## config.mk

```make
export PLATFORM = sky130hd
export DESIGN_NAME = uart_transceiver
export DESIGN_NICKNAME = d
export VERILOG_FILES = /design/src/rtl/uart_pkg.sv /design/src/rtl/uart_rx_core.sv /design/src/rtl/uart_tx_core.sv /design/src/rtl/uart_transceiver.sv
export SDC_FILE = /design/constraint.sdc
export NUM_CORES = 1
export LEC_CHECK = 0
export CAP_MARGIN = 15
export CELL_PAD_IN_SITES_DETAIL_PLACEMENT = 1
export CELL_PAD_IN_SITES_GLOBAL_PLACEMENT = 1
export CORE_MARGIN = 2
export CORE_UTILIZATION = 37
export DETAILED_ROUTE_END_ITERATION = 10
export PLACE_DENSITY = 0.76
export SYNTH_ARGS = -nofsm -noshare
export SYNTH_HDL_FRONTEND = slang
export SYNTH_HIERARCHICAL = 1
export SYNTH_SLANG_ARGS = --single-unit
```

## constraint.sdc

```tcl
create_clock -name CLOCK_50M -period 3.2 [get_ports CLOCK_50M]
set_input_delay 0.64 -clock CLOCK_50M [delete_from_list [all_inputs] [get_ports CLOCK_50M]]
set_output_delay 0.64 -clock CLOCK_50M [all_outputs]
set_load 0.01 [all_outputs]
```

## src/rtl/uart_pkg.sv

```systemverilog
// uart_pkg: baud arithmetic, FSM state types and 8N1 frame constants
// shared by the UART transmitter and receiver cores.
package uart_pkg;

    localparam int   DATA_BITS = 8;
    localparam logic START     = 1'b0;
    localparam logic STOP      = 1'b1;

    typedef enum logic [1:0] {
        T_IDLE,
        T_START,
        T_DATA,
        T_STOP
    } tx_state_t;

    typedef enum logic [1:0] {
        R_IDLE,
        R_START,
        R_DATA,
        R_STOP
    } rx_state_t;

    // Cycles per bit (half = 0) or per half bit (half = 1).
    function automatic int baud_div(input int freq, input int baud,
                                    input logic half);
        int d;
        d = freq / baud;
        return half ? d / 2 : d;
    endfunction

endpackage

```

## src/rtl/uart_rx_core.sv

```systemverilog
// uart_rx_core: 8N1 byte receiver with centre sampling, glitch rejection
// and a stretched valid pulse for slower host clocks.
module uart_rx_core
    import uart_pkg::*;
#(
    parameter int BAUDRATE  = 115200,
    parameter int FREQ      = 50_000_000,
    parameter int VALID_LEN = 16
) (
    input  logic       clk,
    input  logic       rst_n,
    input  logic       rx,
    output logic [7:0] rdata,
    output logic       valid
);

    localparam int DIV  = baud_div(FREQ, BAUDRATE, 1'b0);
    localparam int HALF = baud_div(FREQ, BAUDRATE, 1'b1);
    localparam int CW   = $clog2(DIV + 1);
    localparam int VW   = $clog2(VALID_LEN + 1);

    rx_state_t     state, state_n;
    logic          sync1, sync2, prev;
    logic [CW-1:0] cnt;
    logic [2:0]    bit_idx;
    logic [7:0]    shreg;
    logic [VW-1:0] vcnt;
    logic          fall;
    logic          tick;
    logic          good;

    assign fall  = prev & ~sync2;
    assign valid = (vcnt != '0);

    always_ff @(posedge clk or negedge rst_n) begin
        if (!rst_n) state <= R_IDLE;
        else        state <= state_n;
    end

    always_comb begin
        state_n = state;
        tick    = (cnt == CW'(DIV - 1));
        good    = 1'b0;
        unique case (state)
            R_IDLE:  if (fall) state_n = R_START;
            R_START: begin
                // Half a bit in: a line already back high was a glitch.
                tick = (cnt == CW'(HALF - 1));
                if (tick) state_n = (sync2 == START) ? R_DATA : R_IDLE;
            end
            R_DATA: begin
                if (tick && bit_idx == 3'(DATA_BITS - 1))
                    state_n = R_STOP;
            end
            R_STOP: begin
                if (tick) begin
                    state_n = R_IDLE;
                    good    = (sync2 == STOP);
                end
            end
            default: state_n = R_IDLE;
        endcase
    end

    always_ff @(posedge clk or negedge rst_n) begin
        if (!rst_n) begin
            sync1   <= 1'b1;
            sync2   <= 1'b1;
            prev    <= 1'b1;
            cnt     <= '0;
            bit_idx <= '0;
            shreg   <= '0;
            rdata   <= '0;
            vcnt    <= '0;
        end else begin
            sync1 <= rx;
            sync2 <= sync1;
            prev  <= sync2;
            if (state == R_IDLE || tick) cnt <= '0;
            else                         cnt <= cnt + CW'(1);
            if (state == R_IDLE) bit_idx <= '0;
            if (state == R_DATA && tick) begin
                shreg   <= {sync2, shreg[7:1]};
                bit_idx <= bit_idx + 3'd1;
            end
            if (good) begin
                rdata <= shreg;
                vcnt  <= VW'(VALID_LEN);
            end else if (vcnt != '0) begin
                vcnt <= vcnt - VW'(1);
            end
        end
    end

endmodule

```

## src/rtl/uart_tx_core.sv

```systemverilog
// uart_tx_core: 8N1 byte transmitter launched by a rising edge of wr;
// requests arriving while a frame is in flight are dropped.
module uart_tx_core
    import uart_pkg::*;
#(
    parameter int BAUDRATE = 115200,
    parameter int FREQ     = 50_000_000
) (
    input  logic       clk,
    input  logic       rst_n,
    input  logic       wr,
    input  logic [7:0] wdata,
    output logic       tx,
    output logic       idle
);

    localparam int DIV = baud_div(FREQ, BAUDRATE, 1'b0);
    localparam int CW  = $clog2(DIV + 1);

    tx_state_t     state, state_n;
    logic [CW-1:0] cnt;
    logic [2:0]    bit_idx;
    logic [7:0]    shreg;
    logic          wr_q;
    logic          start;
    logic          bit_done;

    assign start    = wr & ~wr_q;
    assign bit_done = (cnt == CW'(DIV - 1));
    assign idle     = (state == T_IDLE);

    always_ff @(posedge clk or negedge rst_n) begin
        if (!rst_n) state <= T_IDLE;
        else        state <= state_n;
    end

    always_comb begin
        state_n = state;
        tx      = STOP;
        unique case (state)
            T_IDLE:  if (start) state_n = T_START;
            T_START: begin
                tx = START;
                if (bit_done) state_n = T_DATA;
            end
            T_DATA: begin
                tx = shreg[0];
                if (bit_done && bit_idx == 3'(DATA_BITS - 1))
                    state_n = T_STOP;
            end
            T_STOP:  if (bit_done) state_n = T_IDLE;
            default: state_n = T_IDLE;
        endcase
    end

    always_ff @(posedge clk or negedge rst_n) begin
        if (!rst_n) begin
            wr_q    <= 1'b0;
            cnt     <= '0;
            bit_idx <= '0;
            shreg   <= '0;
        end else begin
            wr_q <= wr;
            if (state == T_IDLE) begin
                cnt     <= '0;
                bit_idx <= '0;
                if (start) shreg <= wdata;
            end else if (bit_done) begin
                cnt <= '0;
                if (state == T_DATA) begin
                    shreg   <= shreg >> 1;
                    bit_idx <= bit_idx + 3'd1;
                end
            end else begin
                cnt <= cnt + CW'(1);
            end
        end
    end

endmodule

```

## src/rtl/uart_transceiver.sv

```systemverilog
// uart_transceiver: host-link serial PHY pairing the transmit and
// receive cores on one clock and one baud rate.
module uart_transceiver
    import uart_pkg::*;
#(
    parameter int BAUDRATE  = 115200,
    parameter int FREQ      = 50_000_000,
    parameter int VALID_LEN = 16
) (
    input  logic       CLOCK_50M,
    input  logic       RESET_N,
    input  logic       WR,
    input  logic [7:0] WDATA,
    output logic       TX,
    output logic       IDLE,
    input  logic       RX,
    output logic [7:0] RDATA,
    output logic       VALID
);

    uart_tx_core #(
        .BAUDRATE (BAUDRATE),
        .FREQ     (FREQ)
    ) u_tx (
        .clk   (CLOCK_50M),
        .rst_n (RESET_N),
        .wr    (WR),
        .wdata (WDATA),
        .tx    (TX),
        .idle  (IDLE)
    );

    uart_rx_core #(
        .BAUDRATE  (BAUDRATE),
        .FREQ      (FREQ),
        .VALID_LEN (VALID_LEN)
    ) u_rx (
        .clk   (CLOCK_50M),
        .rst_n (RESET_N),
        .rx    (RX),
        .rdata (RDATA),
        .valid (VALID)
    );

endmodule

```

# Word-level counts from Yosys, hierarchy flattened

Cells that the tools add are included.

$add $sub $neg: 5
Eq/ne operators: 19
Multiplexer cells: 29
Bitwise operators: 4
Reductions and logical operators: 15

Operators by type and width:

| kind                                             | count |
|---|---|
| two-way mux 8 bit                                | 4 |
| two-way mux 9 bit                                | 3 |
| adder 9 x 1 -> 9 bit, second input constant      | 2 |
| == test 9 bit, second input constant             | 2 |
| two-way mux 2 bit                                | 9 |
| != test 2 x 1 -> 1 bit, second input constant    | 8 |
| case mux 2 bit (4 select lines)                  | 2 |
| two-way mux 3 bit                                | 5 |
| two-way mux 5 bit                                | 2 |
| == test 9 x 8 -> 1 bit, second input constant    | 1 |
| == test 2 bit, second input constant             | 4 |
| AND reduction 4 bit                              | 2 |
| nonzero test 2 bit                               | 4 |
| adder 3 x 1 -> 3 bit, second input constant      | 2 |
| == test 3 bit, second input constant             | 2 |
| nonzero test 5 bit                               | 1 |
| subtractor 5 x 1 -> 5 bit, second input constant | 1 |
| == test 2 x 1 -> 1 bit, second input constant    | 2 |
| logical NOT 2 bit                                | 2 |
| logical AND 1 bit                                | 3 |
| two-way mux 1 bit                                | 3 |
| AND reduction 3 bit                              | 1 |
| bitwise AND 1 bit                                | 2 |
| NOT 1 bit                                        | 2 |
| 3 further kinds                                  | 3 |

Flip-flop bits (word level): 61
Bits of input ports: 12
Logic and storage cells: 86

# Logic depth before layout (Yosys ltp)

Gate-level depths: netlist of the first run.

Word-level depth: 4
Gate-level depth with buffers: 8
Mapped depth without buffers: 6

# Modules after synthesis

The synthesis of the first run kept the hierarchy.

Modules (own cells, without submodules):

| module       | times used | cells each | area each (µm²) | sequential area each (µm²) |
|---|---|---|---|---|
| uart_rx_core | 1          | 145        | 1725.4          | 954.7 |
| uart_tx_core | 1          | 104        | 1141.1          | 575.6 |

# Least setup slack after synthesis of the first run

Ideal clock, no wire load.

Kind: reg-to-reg
From: register u_rx.cnt[1]
To: register u_rx.shreg[0]
Setup time: 0.125 ns
Arrival time: 2.030 ns
Required time: 3.075 ns
Path slack: 1.045 ns
Stages on the path, launching flop included: 9
Clock period less this slack: 2.155 ns
Cells stage by stage: dfrtp_1 inv_1 ha_1 nand2_1 or4_1 buf_2 or3_1 buf_6 mux2_4

Longest elaborated chain between the ends: 3

Ends and longest elaborated chain:

| item                                                    | line                                   | text |
|---|---|---|
| from (decl)                                             | uart_rx_core.sv:24                     | `logic [CW-1:0] cnt;` |
| from (signal assigned)                                  | uart_rx_core.sv:80                     | `else cnt <= cnt + CW'(1);` |
| == test 9 bit or == test 9 x 8 -> 1 bit (tied branches) | uart_rx_core.sv:42, uart_rx_core.sv:48 |  |
| two-way mux 1 bit (*)                                   | uart_rx_core.sv:44                     | `unique case (state)` |
| logical AND 1 bit (*)                                   | uart_rx_core.sv:82                     | `if (state == R_DATA && tick) begin` |
| to (signal assigned)                                    | uart_rx_core.sv:83                     | `shreg <= {sync2, shreg[7:1]};` |
| to (decl)                                               | uart_rx_core.sv:26                     | `logic [7:0] shreg;` |

Mark *: on every way between the ends. The rest lies on a longest branch, timed or not.
A chain may end at the register's enable or synchronous reset.

# Worst setup path after layout of the first run

From: register u_rx.vcnt[0]
To: output VALID

Longest elaborated chain between the ends: 1

Ends and longest elaborated chain:

| item                   | line                   | text |
|---|---|---|
| from (decl)            | uart_rx_core.sv:27     | `logic [VW-1:0] vcnt;` |
| from (signal assigned) | uart_rx_core.sv:88     | `vcnt <= VW'(VALID_LEN);` |
| from (signal assigned) | uart_rx_core.sv:90     | `vcnt <= vcnt - VW'(1);` |
| nonzero test 5 bit     | uart_rx_core.sv:33     | `assign valid = (vcnt != '0);` |
| to (decl)              | uart_transceiver.sv:18 | `output logic VALID` |

No other way between the ends.

==> reports/summary.txt, run 1 <==
Multi-input gate area - 0.001259 sq mm
Hold Crit Class - input pin to async pin
Final Cycle Share - 0.8478
library cells used by synthesis - 45
WL/cell - 14.80 microns
max_cap viols - 0
top-count cell post-synth - dfrtp_1
H-tree depth - 3
synth top area cells - dfrtp_1 (51%), ha_1 (6.1%), nor2_1 (4.3%)
final setup fails - 0
Post-Syn Area - 0.002866 sq mm
PD cells - 500.2 mW/mm^2
Final Power - 1.702 mW
Core ar. - 0.007607 sq mm
Clock Sinks - 61
number of global-route vias before repair - 2,053
Final Max Tran Viols - 0
yosys synthesis warning count - 6
Initial Utilization - 0.3768
drt total wl - 5682 microns
RSZ-0062 raised after global routing - false
Reg area - 0.001530 sq mm
diodes inserted - 0
f_max - 368.6 MHz
Crit Path Class - flip-flop to output port
Placement Cell Area - 0.003186 sq mm
CTS clock-pin slew for the worst setup and hold paths - 60 ps
Boundary Pins - 23
Worst-Margin Slew - 778.4 ps
die footprint - 0.008468 sq mm
gpl congestion - 0.7764
FP Rows - 32
Layout Nets - 303
First-pass DRT Iterations - 6
worst hold slack - 232.1 ps
Slew headroom - 0.4811
CP required - 2560 ps
post-route design area - 0.003402 sq mm
Synthesized Nets - 275
pin count of the biggest net entering global routing - 44
initial DRC count - 46
dpl cells - 368
#FFs+latches synth - 61
CTS tree - built
dpl hpwl - 3922 microns
Root Buffer - clkbuf_8
Async SR Flop Fraction - 1.000
Top FF cell, synth - dfrtp_1
sum of negative setup slack - 0 ps
clk_skew - 6.285 ps
fill cell count - 863
VDD IR-drop max - 374.1 uV
CP max FO - 4
Setup crit end kind - output port
outcome - complete, no violations
layout cells sized above 1 - 0.1560
initial antenna violation count - 0
Remaining DRCs - 0
CTS Buf Count - 9
area grow syn2layout - 18.68%
Cells after Synth - 249
Via density - 5.081
routed via count - 1,951
Die Span Y - 92.02 microns
# port buffers - 22
setup bufs post-CTS - 0
leading area contributor after synthesis - dfrtp_1
Finished Layout Cells - 384
crit start category - flip-flop
total global routing overflow - 0
first-pass GRT wire length - 9715 microns
Worst EP arrival - 2070 ps
Post-DRT Antenna Nets - 0
Leakage - 1.628 nW
fin crit period - 2713 ps
final hold violation count - 0
syn_area_per_cell - 11.51 sq um
number of synthesized flops with an enable pin - 0
GR Util All Layers - 0.1484
clock buffer depth - 2
die width - 92.02 microns
Hold Buf Count CTS - 0
Post-synth top cells - dfrtp_1 (58), nor2_1 (33), ha_1 (14)
worst skew pair latency - 330 ps
register area share after synthesis - 0.5338
share of the synthesized area in the top cell type - 0.5063
==> critical path, cell delays in order (launching register included) <==
cell and delay, ps:
dfrtp_1 390, inv_1 80, ha_1 200, nor4b_2 390, inv_1 170, clkdlybuf4s50_1 510
==> cell usage in the layout, fill, tap and decap left out, types with 5 or more instances in the layout <==
cell type	count
dfrtp_1	58
o21ai_0	5
ha_1	14
o21a_1	7
mux2_2	9
nor2_1	33
inv_1	12
clkdlybuf4s50_1	21
xor2_1	10
mux2_4	8
nand2_1	13
xnor2_1	5
nand3_1	12
clkbuf_8	12
o22a_1	7
==> sequential cells by signal, summed over array words and instances, names as in the netlist, named ones only <==
signal,cells
u_rx/cnt,9
u_tx/bit_idx,3
u_tx/cnt,9
u_rx/vcnt,5
u_tx/shreg,8
u_rx/rdata,8
u_rx/prev,1
u_rx/shreg,8
u_rx/state,1
u_rx/sync2,1
u_rx/bit_idx,3
u_tx/wr_q,1
u_rx/sync1,1
u_tx/state,2
==> per-layer routing <==
| layer | wire, microns | vias up | global-route usage |
|---|---|---|---|
| met5 | 0 | - | 0 |
| met1 | 2443 | 995 | 0.1682 |
| met4 | 78 | 0 | 0.05970 |
| li1 | - | 923 | - |
| met3 | 186 | 4 | 0.05012 |
| met2 | 2973 | 29 | 0.2567 |
==> repair_timing <==
action | in CTS | in global routing
resized for setup | 0 | 1
setup endpoints to repair | 0 | 1
endpoints found under the hold margin | 0 | 0
==> path summary, 6_finish.rpt <==
| kind | from | to | slack, ps | cells after the start |
|---|---|---|---|---|
| worst max-delay path | u_rx/vcnt[0] | VALID | 490 | 5 |
| worst min-delay path | RESET_N | u_rx/vcnt[1] | 230 | 1 |
| worst max register to register | u_rx/cnt[0] | u_rx/shreg[5] | 810 | 5 |
| worst min register to register | u_rx/sync1 | u_rx/sync2 | 360 | 0 |
| max in group asynchronous | RESET_N | u_rx/sync1 | 2070 | 2 |
| min in group CLOCK_50M | u_rx/sync1 | u_rx/sync2 | 360 | 0 |
==> cells by family (layout without fill, tap and decap cells) <==
logic type	count (synthesis)	count (layout)	synth area share
fa+ha+maj	14	14	0.06111
mux	20	20	0.08774
buf+inv	19	52	0.02924
simple gates	87	87	0.1585
xor+xnor	15	15	0.04583
flops	61	61	0.5338
compound gates	33	33	0.08381
==> layout make-up <==
class                      instances  share of cell area
timing repair buffer              24             0.06767
clock buffer                      12             0.04855
multi-input combinational        169              0.3700
tap                              102             0.03751
clock inverter                     4             0.01324
sequential                        61              0.4498
inverter                          12             0.01324
==> through the flow <==
step	worst slack (ps)	util
after detailed placement	655.5	0.4188
after CTS	181.6	0.4464
after global routing	275.3	0.4472
final	487.0	0.4472
after floorplan	1045	-
after global placement	755.6	0.4188
==> power by group <==
part	switching, mW	internal (mW)
logic	0.0683	0.0619
registers	0.0567	0.807
clock network	0.288	0.419
Note: power is estimated with default switching activity, not from simulation.
==> run 2: changes to the inputs <==
- PLACE_DENSITY: 0.76 -> 0.79
- clock period: 3.2 -> 2.4 ns (I/O delays scaled with it)
==> reports/summary.txt, run 2 (same netlist as run 1, synthesis figures left out) <==
Via density - 5.003
Root Buffer - clkbuf_8
clock buffer depth - 2
clk_skew - 5.198 ps
biggest registers after layout - u_rx/cnt x9, u_tx/cnt x9
Crit Path Class - flip-flop to output port
Sw Ratio - 0.2632
die width - 92.02 microns
Clock Sinks - 61
# port buffers - 22
CTS clock-pin slew for the worst setup and hold paths - 70 ps
outcome - complete, no violations
worst-case reg-to-reg path depth - 8
Worst EP arrival - 1790 ps
Slew headroom - 0.5767
FP Rows - 32
routed via count - 1,936
Die Span Y - 92.02 microns
first-pass GRT wire length - 9998 microns
die footprint - 0.008468 sq mm
initial antenna violation count - 0
Post-DRT Antenna Nets - 0
Finished Layout Cells - 387
worst skew pair latency - 330 ps
fin crit period - 2274 ps
CTS Buf Count - 9
layout cells sized above 1 - 0.1719
total global routing overflow - 0
worst r2r src - u_rx/cnt[1]
f_max - 439.7 MHz
Seq pwr share - 0.544
Core ar. - 0.007607 sq mm
dpl hpwl - 3867 microns
gpl congestion - 0.7826
Layout Nets - 307
CP max FO - 7
Leakage - 1.650 nW
pin count of the biggest net entering global routing - 36
Initial Utilization - 0.3768
sum of negative setup slack - 0 ps
commonest non-fill, non-tap cell in the layout - dfrtp_1
worst reg-to-reg setup slack - 180 ps
GR Util All Layers - 0.1508
clock share of power - 0.366
setup bufs post-CTS - 0
area grow syn2layout - 19.38%
diodes inserted - 0
final setup fails - 0
CTS tree - built
First-pass DRT Iterations - 4
Worst-Margin Slew - 635.0 ps
H-tree depth - 3
final hold violation count - 0
Hold Crit Class - input pin to async pin
Final Cycle Share - 0.9477
crit start category - flip-flop
Reg2Reg Capture Point - u_rx/rdata[7]
P_sw - 0.5575 mW
number of global-route vias before repair - 2,072
PD cells - 618.8 mW/mm^2
Setup crit end kind - output port
max_cap viols - 0
Boundary Pins - 23
internal power - 1.560 mW
initial DRC count - 30
most frequent cells in the layout - dfrtp_1 (58), nor2_1 (33), clkdlybuf4s50_1 (20)
Logic pwr share - 0.090
Remaining DRCs - 0
Final Power - 2.118 mW
WL/cell - 14.63 microns
Final Max Tran Viols - 0
dpl cells - 372
RSZ-0062 raised after global routing - false
drt total wl - 5662 microns
Final Util - 0.4498
CP required - 1920 ps
VDD IR-drop max - 423.7 uV
==> run 2: cell count changes in the layout (fill, tap and decap cells not counted), moves of 2 or more <==
| cell | previous run | this run |
|---|---|---|
| ha_2 | 0 | 2 |
| buf_4 | 2 | 5 |
| ha_1 | 14 | 12 |
| clkbuf_8 | 12 | 10 |
| clkinvlp_4 | 0 | 2 |
==> run 2: worst max path at each step <==
stage / from / to / depth (start not counted)
2_1_floorplan: u_rx/cnt[1] / u_rx/shreg[0] / 8
3_3_place_gp: u_rx/cnt[1] / u_rx/shreg[7] / 6
3_5_place_dp: u_rx/cnt[1] / u_rx/shreg[3] / 6
4_1_cts: u_rx/vcnt[0] / VALID / 5
5_1_grt: u_tx/state[0] / TX / 5
6_report: u_tx/state[0] / TX / 5
==> run 2: what timing repair did <==
item / CTS / global route
hold buffers: 0 / 0
gates resized for setup: 1 / 5
setup endpoints to repair: 1 / 10
cloned: 0 / 0
pin swaps: 0 / 0
==> run 2: through the flow <==
step	hold slack [ps]	instance area (sq um)	setup WS, ps
floorplan	184.4	2867	245.0
global placement	346.3	3228	184.8
detailed placement	348.4	3228	101.2
CTS	167.0	3401	25.12
global route	192.8	3422	20.67
finish	168.4	3422	125.6
==> run 2: layout make-up <==
type,count,area [sq um]
Timing Repair Buffer,28,275.3
Tap cell,102,127.6
Inverter,12,45.04
Clock buffer,11,141.4
Clock inverter,4,25.02
Multi-Input combinational cell,169,1277
Fill cell,841,4185
Sequential cell,61,1530
==> run 2: power by group through the flow <==
stage | clock network, mW | registers, mW | logic (mW)
after floorplan | 0 | 1.14 | 0.118
after detailed placement | 0 | 1.17 | 0.183
after global placement | 0 | 1.16 | 0.175
final | 0.775 | 1.15 | 0.191
after CTS | 0.810 | 1.15 | 0.198
after global routing | 0.852 | 1.16 | 0.220
==> run 2: per-layer routing <==
metal  track usage  wire [microns]  vias to the layer above  share of wire
met3       0.04437             184                        8          0.032
li1              -               -                      934              -
met2        0.2549            2977                       29           0.53
met5             0               0                        -              0
met4       0.04478              71                        0          0.013
met1        0.1874            2428                      965           0.43
==> run 2: critical path, cell delays in order, from the launching register on <==
cell,delay (ps)
dfrtp_1,420
inv_1,110
ha_2,250
nand2_1,60
o21ai_0,70
clkdlybuf4s50_1,550
